==> src/rtl/ring_sequence_monitor.sv <==
// -----------------------------------------------------------------------------
// ring_sequence_monitor
//
// Downstream checker for an N-bit ring counter that shifts right with wrap
// (the hot bit moves from index i to i-1, and from 0 to N-1). The monitor
// locks onto a valid rotation sequence. It then tracks the token phase,
// counts completed laps and reports sequence errors. Upstream parallel
// reloads are announced through load_seen and are accepted as fresh seeds.
//
// Ports:
//   clk        in   1      clock, rising edge
//   rst        in   1      asynchronous, active-low reset
//   en         in   1      sample qualifier (ring_in/load_seen ignored when low)
//   ring_in    in   N      ring counter parallel output
//   load_seen  in   1      upstream parallel load occurred this sample
//   clr_err    in   1      synchronous clear of err_sticky / err_cnt
//   locked     out  1      monitor is tracking a valid sequence
//   phase      out  PH_W   lowest-index hot bit of the last accepted sample
//   lap_pulse  out  1      one-cycle pulse per completed lap (0 -> N-1 wrap)
//   lap_cnt    out  LAP_W  lap count, wraps
//   err_pulse  out  1      one-cycle pulse per detected error
//   err_sticky out  1      set on any error, held until clr_err
//   err_cnt    out  ERR_W  error count, saturating
// -----------------------------------------------------------------------------
module ring_sequence_monitor #(
  parameter int N        = 4,
  parameter int LOCK_CNT = 2,
  parameter int LAP_W    = 8,
  parameter int ERR_W    = 4,
  parameter int PH_W     = $clog2(N)
) (
  input  logic             clk,
  input  logic             rst,
  input  logic             en,
  input  logic [N-1:0]     ring_in,
  input  logic             load_seen,
  input  logic             clr_err,
  output logic             locked,
  output logic [PH_W-1:0]  phase,
  output logic             lap_pulse,
  output logic [LAP_W-1:0] lap_cnt,
  output logic             err_pulse,
  output logic             err_sticky,
  output logic [ERR_W-1:0] err_cnt
);

  localparam int QW = $clog2(LOCK_CNT + 1);

  typedef enum logic {ACQUIRE, TRACK} state_t;

  state_t           state_q, state_d;
  logic [QW-1:0]    qual_q, qual_d, qual_nxt;
  logic [N-1:0]     prev_q, prev_d, rot_prev;
  logic [PH_W-1:0]  phase_q, phase_d;
  logic             lap_pulse_q, lap_pulse_d;
  logic [LAP_W-1:0] lap_cnt_q, lap_cnt_d;
  logic             err_pulse_q, err_pulse_d;
  logic             err_sticky_q, err_sticky_d;
  logic [ERR_W-1:0] err_cnt_q, err_cnt_d;
  logic             ring_oh, err_det;

  function automatic logic is_onehot(input logic [N-1:0] x);
    return (x != '0) && ((x & (x - 1'b1)) == '0);
  endfunction

  // Lowest-index encoder: scanning downwards lets the lowest set bit win.
  function automatic logic [PH_W-1:0] enc_low(input logic [N-1:0] x);
    logic [PH_W-1:0] idx;
    idx = '0;
    for (int i = N - 1; i >= 0; i--) begin
      if (x[i]) idx = PH_W'(i);
    end
    return idx;
  endfunction

  assign ring_oh  = is_onehot(ring_in);
  assign rot_prev = {prev_q[0], prev_q[N-1:1]};

  // NOTE: every signal driven here gets a default first, so no path leaves
  // a variable unassigned and no latch is inferred.
  always_comb begin
    state_d      = state_q;
    qual_d       = qual_q;
    qual_nxt     = qual_q;
    prev_d       = prev_q;
    phase_d      = phase_q;
    lap_pulse_d  = 1'b0;
    lap_cnt_d    = lap_cnt_q;
    err_det      = 1'b0;

    if (en) begin
      unique case (state_q)
        ACQUIRE: begin
          if (!ring_oh) begin
            qual_d = '0;
          end else begin
            prev_d  = ring_in;
            phase_d = enc_low(ring_in);
            // A seed, a reload or a broken rotation restarts qualification.
            if (qual_q == '0 || load_seen || ring_in != rot_prev)
              qual_nxt = QW'(1);
            else
              qual_nxt = qual_q + QW'(1);
            if (qual_nxt == QW'(LOCK_CNT)) begin
              state_d = TRACK;
              qual_d  = '0;
            end else begin
              qual_d = qual_nxt;
            end
          end
        end

        TRACK: begin
          if (load_seen) begin
            if (ring_oh) begin
              prev_d  = ring_in;
              phase_d = enc_low(ring_in);
            end else begin
              // A reload with an illegal seed; keep the last good token.
              err_det = 1'b1;
              state_d = ACQUIRE;
              qual_d  = '0;
            end
          end else if (ring_in == rot_prev) begin
            prev_d  = ring_in;
            phase_d = enc_low(ring_in);
            if (prev_q[0]) begin
              lap_pulse_d = 1'b1;
              lap_cnt_d   = lap_cnt_q + LAP_W'(1);
            end
          end else begin
            err_det = 1'b1;
            state_d = ACQUIRE;
            prev_d  = ring_in;
            phase_d = enc_low(ring_in);
            qual_d  = ring_oh ? QW'(1) : '0;
          end
        end

        default: state_d = ACQUIRE;
      endcase
    end

    // Error bookkeeping. clr_err is a status-register clear from system
    // logic and acts whether or not the ring is being sampled; an error
    // detected in the same cycle survives the clear as a single count.
    err_pulse_d  = err_det;
    err_sticky_d = err_sticky_q;
    err_cnt_d    = err_cnt_q;
    if (clr_err) begin
      err_sticky_d = err_det;
      err_cnt_d    = err_det ? ERR_W'(1) : '0;
    end else if (err_det) begin
      err_sticky_d = 1'b1;
      if (err_cnt_q != '1) err_cnt_d = err_cnt_q + ERR_W'(1);
    end
  end

  // NOTE: sequential state uses non-blocking assignments only, so every
  // register samples the pre-edge values regardless of statement order.
  always_ff @(posedge clk or negedge rst) begin
    if (!rst) begin
      state_q      <= ACQUIRE;
      qual_q       <= '0;
      prev_q       <= '0;
      phase_q      <= '0;
      lap_pulse_q  <= 1'b0;
      lap_cnt_q    <= '0;
      err_pulse_q  <= 1'b0;
      err_sticky_q <= 1'b0;
      err_cnt_q    <= '0;
    end else begin
      state_q      <= state_d;
      qual_q       <= qual_d;
      prev_q       <= prev_d;
      phase_q      <= phase_d;
      lap_pulse_q  <= lap_pulse_d;
      lap_cnt_q    <= lap_cnt_d;
      err_pulse_q  <= err_pulse_d;
      err_sticky_q <= err_sticky_d;
      err_cnt_q    <= err_cnt_d;
    end
  end

  assign locked     = (state_q == TRACK);
  assign phase      = phase_q;
  assign lap_pulse  = lap_pulse_q;
  assign lap_cnt    = lap_cnt_q;
  assign err_pulse  = err_pulse_q;
  assign err_sticky = err_sticky_q;
  assign err_cnt    = err_cnt_q;

endmodule

==> config.mk <==
export PLATFORM = sky130hd
export DESIGN_NAME = ring_sequence_monitor
export DESIGN_NICKNAME = d
export VERILOG_FILES = /design/src/rtl/ring_sequence_monitor.sv
export SDC_FILE = /design/constraint.sdc
export NUM_CORES = 1
export LEC_CHECK = 0
export CORE_MARGIN = 2
export CORE_UTILIZATION = 47
export CTS_CLUSTER_DIAMETER = 200
export DETAILED_ROUTE_END_ITERATION = 8
export HOLD_SLACK_MARGIN = 0.05
export PLACE_DENSITY = 0.75
export SETUP_SLACK_MARGIN = 0.05
export SLEW_MARGIN = 10
export SYNTH_ARGS = -nofsm -noshare
export SYNTH_HDL_FRONTEND = slang
export SYNTH_SLANG_ARGS = --single-unit
==> constraint.sdc <==
create_clock -name clk -period 2.2 [get_ports clk]
set_input_delay 0.22 -clock clk [delete_from_list [all_inputs] [get_ports clk]]
set_output_delay 0.22 -clock clk [all_outputs]
set_load 0.02 [all_outputs]
After elaboration in Yosys (flattened, before gate mapping)
Index checks and enable logic that the tools add are counted.

Input bits: 9. Latch bits: 0. Output and inout bits: 18. Memories kept: 0. Memory bits (writable): 0. Register bits after elaboration: 24. Bits in read-only memories: 0. Logic and storage cells: 76.

$mul: 0. Add/subtract/negate cells: 4. Reduce and logical (&&, ||, !) cells: 11. Order comparisons: 0. Bitwise operators: 3. Equal/unequal tests: 6. Shifts and indexed selects: 0. Muxes and demuxes: 43. Div/mod/pow operators: 0.

Operators with widths (count): 2-bit 2-to-1 mux (15); 4-bit 2-to-1 mux (5); 1-bit 2-to-1 mux (19); 8-bit by 1-bit adder with 8-bit output (second input constant) (1); 2-bit case mux with 2 select lines (2); 4-bit case mux with 2 select lines (1); 3-bit inequality test (second input constant) (2); 5-bit AND reduction (1); 4-bit by 1-bit adder with 4-bit output (second input constant) (1); 4-bit bitwise AND (1); 4-bit == test (1); 4-bit zero test (1); 4-bit inequality test (1); 4-bit inequality test (second input constant) (1); 2-bit nonzero test (2); 4-bit nonzero test (1); 4-bit by 1-bit subtractor with 4-bit output (second input constant) (1); 3-bit AND reduction (1); 2-bit by 1-bit adder with 2-bit output (second input constant) (1); 2-bit == test (second input constant) (1); 2-bit zero test (1); 1-bit logical OR (2); 1-bit inverter (2); 1-bit case mux with 2 select lines (1); 2 further kinds (2).

Logic depth before layout (Yosys ltp)
Depth in word-level cells: 11. Depth in mapped cells: 6. Depth with buffers taken out: 5.

Worst setup path before layout
No wires, ideal clock.

Path type: in2reg. Start point: input ring_in[3]. End point: register err_cnt_q[3] (netlist: err_cnt[3]). Arrival time: 1.640 ns. Required time: 2.075 ns. Stages: 6. Setup slack: 0.435 ns. Setup time: 0.125 ns. Buffers on the path: 1. Cell sequence: buf_2 xor2_1 a211o_2 o2bb2ai_2 nor4_1 mux2_2.

Cells in the longest elaborated chain, start to end: 10. Elaborated cells on any way between the ends: 13. Those cells by class: add/sub (1); eq/ne (1); mux (5); bitwise (1); reduce/logical (5).

RTL lines: start: declaration (RTL line 35) `input logic [N-1:0] ring_in,`; 4-bit by 1-bit subtractor with 4-bit output (RTL line 63) `return (x != '0) && ((x & (x - 1'b1)) == '0);`; 4-bit bitwise AND (RTL line 63); 4-bit zero test (RTL line 63); 1-bit logical AND (RTL line 63); 1-bit 2-to-1 mux (RTL line 115) `if (ring_oh) begin`; 1-bit 2-to-1 mux (*) (RTL line 114) `if (load_seen) begin`; 1-bit 2-to-1 mux (*) (RTL line 92) `unique case (state_q)`; 1-bit 2-to-1 mux (*) (RTL line 91) `if (en) begin`; 2-bit nonzero test (no source line) (*); 2-bit AND reduction (no source line) (*); end signal: assignment (RTL line 181) `err_cnt_q <= err_cnt_d;`; end: declaration (RTL line 59) `logic [ERR_W-1:0] err_cnt_q, err_cnt_d;`.

Mark *: on every way between the ends. The rest lies on a longest branch, timed or not. A chain may end at the register's enable or synchronous reset.

Worst setup path after layout
Start point: input ring_in[1]. End point: register qual_q[1].

Cells in the longest elaborated chain, start to end: 10. Elaborated cells on any way between the ends: 19. Those cells by class: add/sub (1); eq/ne (5); mux (7); bitwise (1); reduce/logical (5).

RTL lines: 4-bit inequality test (RTL line 100) `if (qual_q == '0 || load_seen || ring_in != rot_prev)`; 1-bit logical OR (RTL line 100); 2-bit 2-to-1 mux (RTL line 100); 2-bit 2-to-1 mux (RTL line 94) `if (!ring_oh) begin`; 2-bit 2-to-1 mux (RTL line 92); 2-bit 2-to-1 mux (RTL line 91); 2-bit == test (RTL line 104) `if (qual_nxt == QW'(LOCK_CNT)) begin`; 2-bit 2-to-1 mux (RTL line 104); 2-bit 2-to-1 mux (RTL line 94); 2-bit case mux with 2 select lines (RTL line 92); end signal: assignment (RTL line 174) `qual_q <= qual_d;`; end: declaration (RTL line 52) `logic [QW-1:0] qual_q, qual_d, qual_nxt;`.

Several ways; a longest one is shown, not always the timed one. The select of a mux whose other input is x is not followed.

==> key figures <==
Clocking
  – CTS Buffer Depth: 2
  – Number of buffers created by CTS: 3
  – Root Buffer: clkbuf_4
  – Worst-skew pair later-pin latency: 0.31 ns
  – Cts hold-fix bufs: 0
  – TritonCTS clock tree: yes
  – H-Tree Depth: 1
  – Clock transition at the registers of the reported paths: 0.12 ns
  – Post-CTS Setup Inserts: 0
  – Resized cells post-CTS: 0
  – Clock sink count: 24

Yosys
  – Post-synthesis compound-gate area fraction: 11.97%
  – Synth top area share: 48.68%
  – Register area share after synthesis: 48.68%
  – Largest family of logic cells by synthesized area: simple AND/OR/NAND/NOR gates
  – Mux contribution to synthesized area: 5.375%
  – Synth Register Bits: 24
  – Synth cell types: 38
  – Synthesized net count: 124
  – Adder-cell share of the synthesized area: 3.043%
  – Xor/xnor share of the synthesized area: 8.519%
  – Syn Std Cell Area: 1234 sq um
  – Leading area contributor after synthesis: dfrtp_1
  – Syn avg cell area: 11.02 sq um
  – Top post-synthesis cells by area: dfrtp_1, mux2_2, xnor2_1
  – Post-synthesis cell count: 112
  – Simple-gate share of the synthesized area: 19.57%
  – Synth warn: 0

Detailed routing
  – Vias: 984
  – Routed vias/inst: 5.467
  – Initial DRC count: 18
  – Routed wire length per instance: 13.87 microns
  – Drt pass-1 iters: 4
  – Post-DRT Antenna Nets: 0
  – Routed Wire Length: 2497 microns
  – DRC: 0

Final layout
  – Synth-to-layout area growth: 33.06%
  – Layout cells sized above 1: 18.67%
  – Post-layout net count: 164
  – Antenna cell count: 0
  – Filler cells: 226
  – Layout Cells excl Fill: 180

Critical path
  – CP Capture Type: flip-flop
  – Critical path arrival: 2.21 ns
  – CP Launch Type: input port
  – Crit-path max FO: 7
  – Setup CP Type: in2reg
  – Worst Path Required: 2.42 ns

Global route
  – Vias in the first global route: 960
  – Largest net degree at the start of global routing: 25
  – Initial antenna violation count: 0
  – Total congestion overflow: 0
  – First-pass GRT wire length: 4167 microns
  – Global Route Usage Sum: 17.46%

STA
  – Setup repair after global routing missed its margin: false
  – Slew headroom: 77.71%
  – Final cycle utilization of the critical path: 90.38%
  – Measured slew at the worst slew-check pin: 0.3318 ns
  – Final count of negative-setup-slack endpoints: 0
  – Slew Viols, Final: 0
  – Post-Route Skew: 0.006415 ns
  – Hold slack final: 0.2431 ns
  – Max Freq: 0.5029 GHz
  – Fin crit period: 1.988 ns
  – Hold Fails Final Rpt: 0
  – Total negative slack: 0 ns

Floorplan
  – Initial core utilization: 49.80%
  – Core area: 2477 sq um
  – # rows: 18
  – Die area: 3051 sq um
  – Die Y: 55.24 microns
  – Die width: 55.24 microns
  – # IOs: 27

Power and ir drop
  – Leak Pwr: 0.7366 nW
  – Power density over the cells: 525.1 nW/um^2
  – Peak supply drop: 0.4300 mV

Job
  – Max cap viols: 0

Place
  – Placed cells: 177
  – Dpl hpwl: 1960 microns
  – RD Place Congestion: 0.7369
  – I/O Buffers: 26

Run status
  – Status: finished, final reports clean

Hold path
  – Hold crit path type: in2async
sequential cells by signal (all words and copies together), names as in the netlist:
signal      cells
err_cnt         4
err_pulse       1
err_sticky      1
lap_cnt         8
lap_pulse       1
locked          1
phase           2
prev_q          4
qual_q          2
final timing paths:
kind	start	end	slack (ns)	cells after the start
max	ring_in[1]	qual_q[1]	0.21	7
min	rst	qual_q[1]	0.24	2
max reg2reg	prev_q[2]	qual_q[1]	0.33	6
min reg2reg	lap_cnt[7]	lap_cnt[7]	0.47	1
max in group asynchronous	rst	phase[0]	1.71	2
min in group clk	lap_cnt[7]	lap_cnt[7]	0.47	1
cell usage after synthesis (all sizes together):
cell / instances
dfrtp: 24
nand2: 9
nor2: 7
xnor2: 6
xor2: 6
mux2: 5
nand3: 5
nor3: 5
inv: 4
nand4: 4
o21ai: 4
and3: 3
ha: 3
a21oi: 2
a221oi: 2
and2: 2
buf: 2
nor2b: 2
nor4b: 2
a211o: 1
a21boi: 1
a21o: 1
a31oi: 1
and4b: 1
clkbuf: 1
mux2i: 1
nor4: 1
o21bai: 1
o2bb2ai: 1
o31ai: 1
o32ai: 1
o41ai: 1
or2: 1
or3: 1
layer usage:
layer  GRT usage, %  vias to the layer above  part of all wire [%]
li1               -                      479                     -
met1          21.47                      478                    45
met2          28.57                       21                    49
met3          3.747                        6                   3.9
met4          9.408                        0                   2.4
met5              0                        -                     0
report_power, final:
group | leakage, nW | switching (mW) | internal [mW]
clock | 0.0138 | 0.120 | 0.0640
sequential | 0.325 | 0.0195 | 0.469
combinational | 0.398 | 0.0994 | 0.0903
kinds of logic (layout without fill, tap and decap cells):
logic type | count (synthesis) | count (layout)
xor gates and xnor gates | 12 | 12
buffers and inverters | 7 | 45
muxes | 6 | 6
DFF | 24 | 24
AOI/OAI and AO/OA | 17 | 17
and+or+nand+nor | 43 | 43
adders and majority gates | 3 | 3
placed cells by master (no fill, tap or decap), types with 2 or more instances in the layout:
cell / synthesis / layout
xnor2_1: 6 / 6
clkbuf_4: 0 / 3
nand3_1: 5 / 5
mux2_2: 5 / 5
o21ai_0: 3 / 3
and2_1: 2 / 2
buf_4: 0 / 11
a21oi_1: 2 / 2
and3_1: 3 / 3
clkdlybuf4s50_1: 0 / 26
nor2b_1: 2 / 2
inv_1: 4 / 4
nor2_1: 7 / 7
ha_1: 3 / 3
nand2_1: 9 / 9
nor3_1: 4 / 3
xor2_1: 6 / 6
nand4_1: 4 / 4
nor4b_1: 2 / 2
dfrtp_1: 24 / 24
worst max-delay path, cell delays in order:
cell,delay [ns]
clkdlybuf4s50_1,0.55
xor2_1,0.24
or3_4,0.42
buf_4,0.15
nor3_2,0.24
nand4_1,0.14
o32ai_1,0.24
metrics by stage:
stage	cell area, sq um	setup WS, ns	util, %	total power, mW
after floorplan	1234	0.4349	-	0.6003
after global placement	1614	-0.05339	65.15	0.6762
after detailed placement	1614	-0.2209	65.15	0.6876
after CTS	1637	0.1145	66.06	0.8710
after global routing	1642	0.1294	66.26	0.9156
final	1642	0.2117	66.26	0.8620
final cells by class:
| cell class | count | area (sq um) | area share (%) |
|---|---|---|---|
| Clock buffer | 3 | 22.52 | 1.372 |
| Inverter | 4 | 15.01 | 0.9146 |
| Multi-Input combinational cell | 81 | 603.1 | 36.74 |
| Sequential cell | 24 | 600.6 | 36.59 |
| Tap cell | 30 | 37.54 | 2.287 |
| Timing Repair Buffer | 38 | 362.8 | 22.10 |
Note: power is estimated with default switching activity, not from simulation.
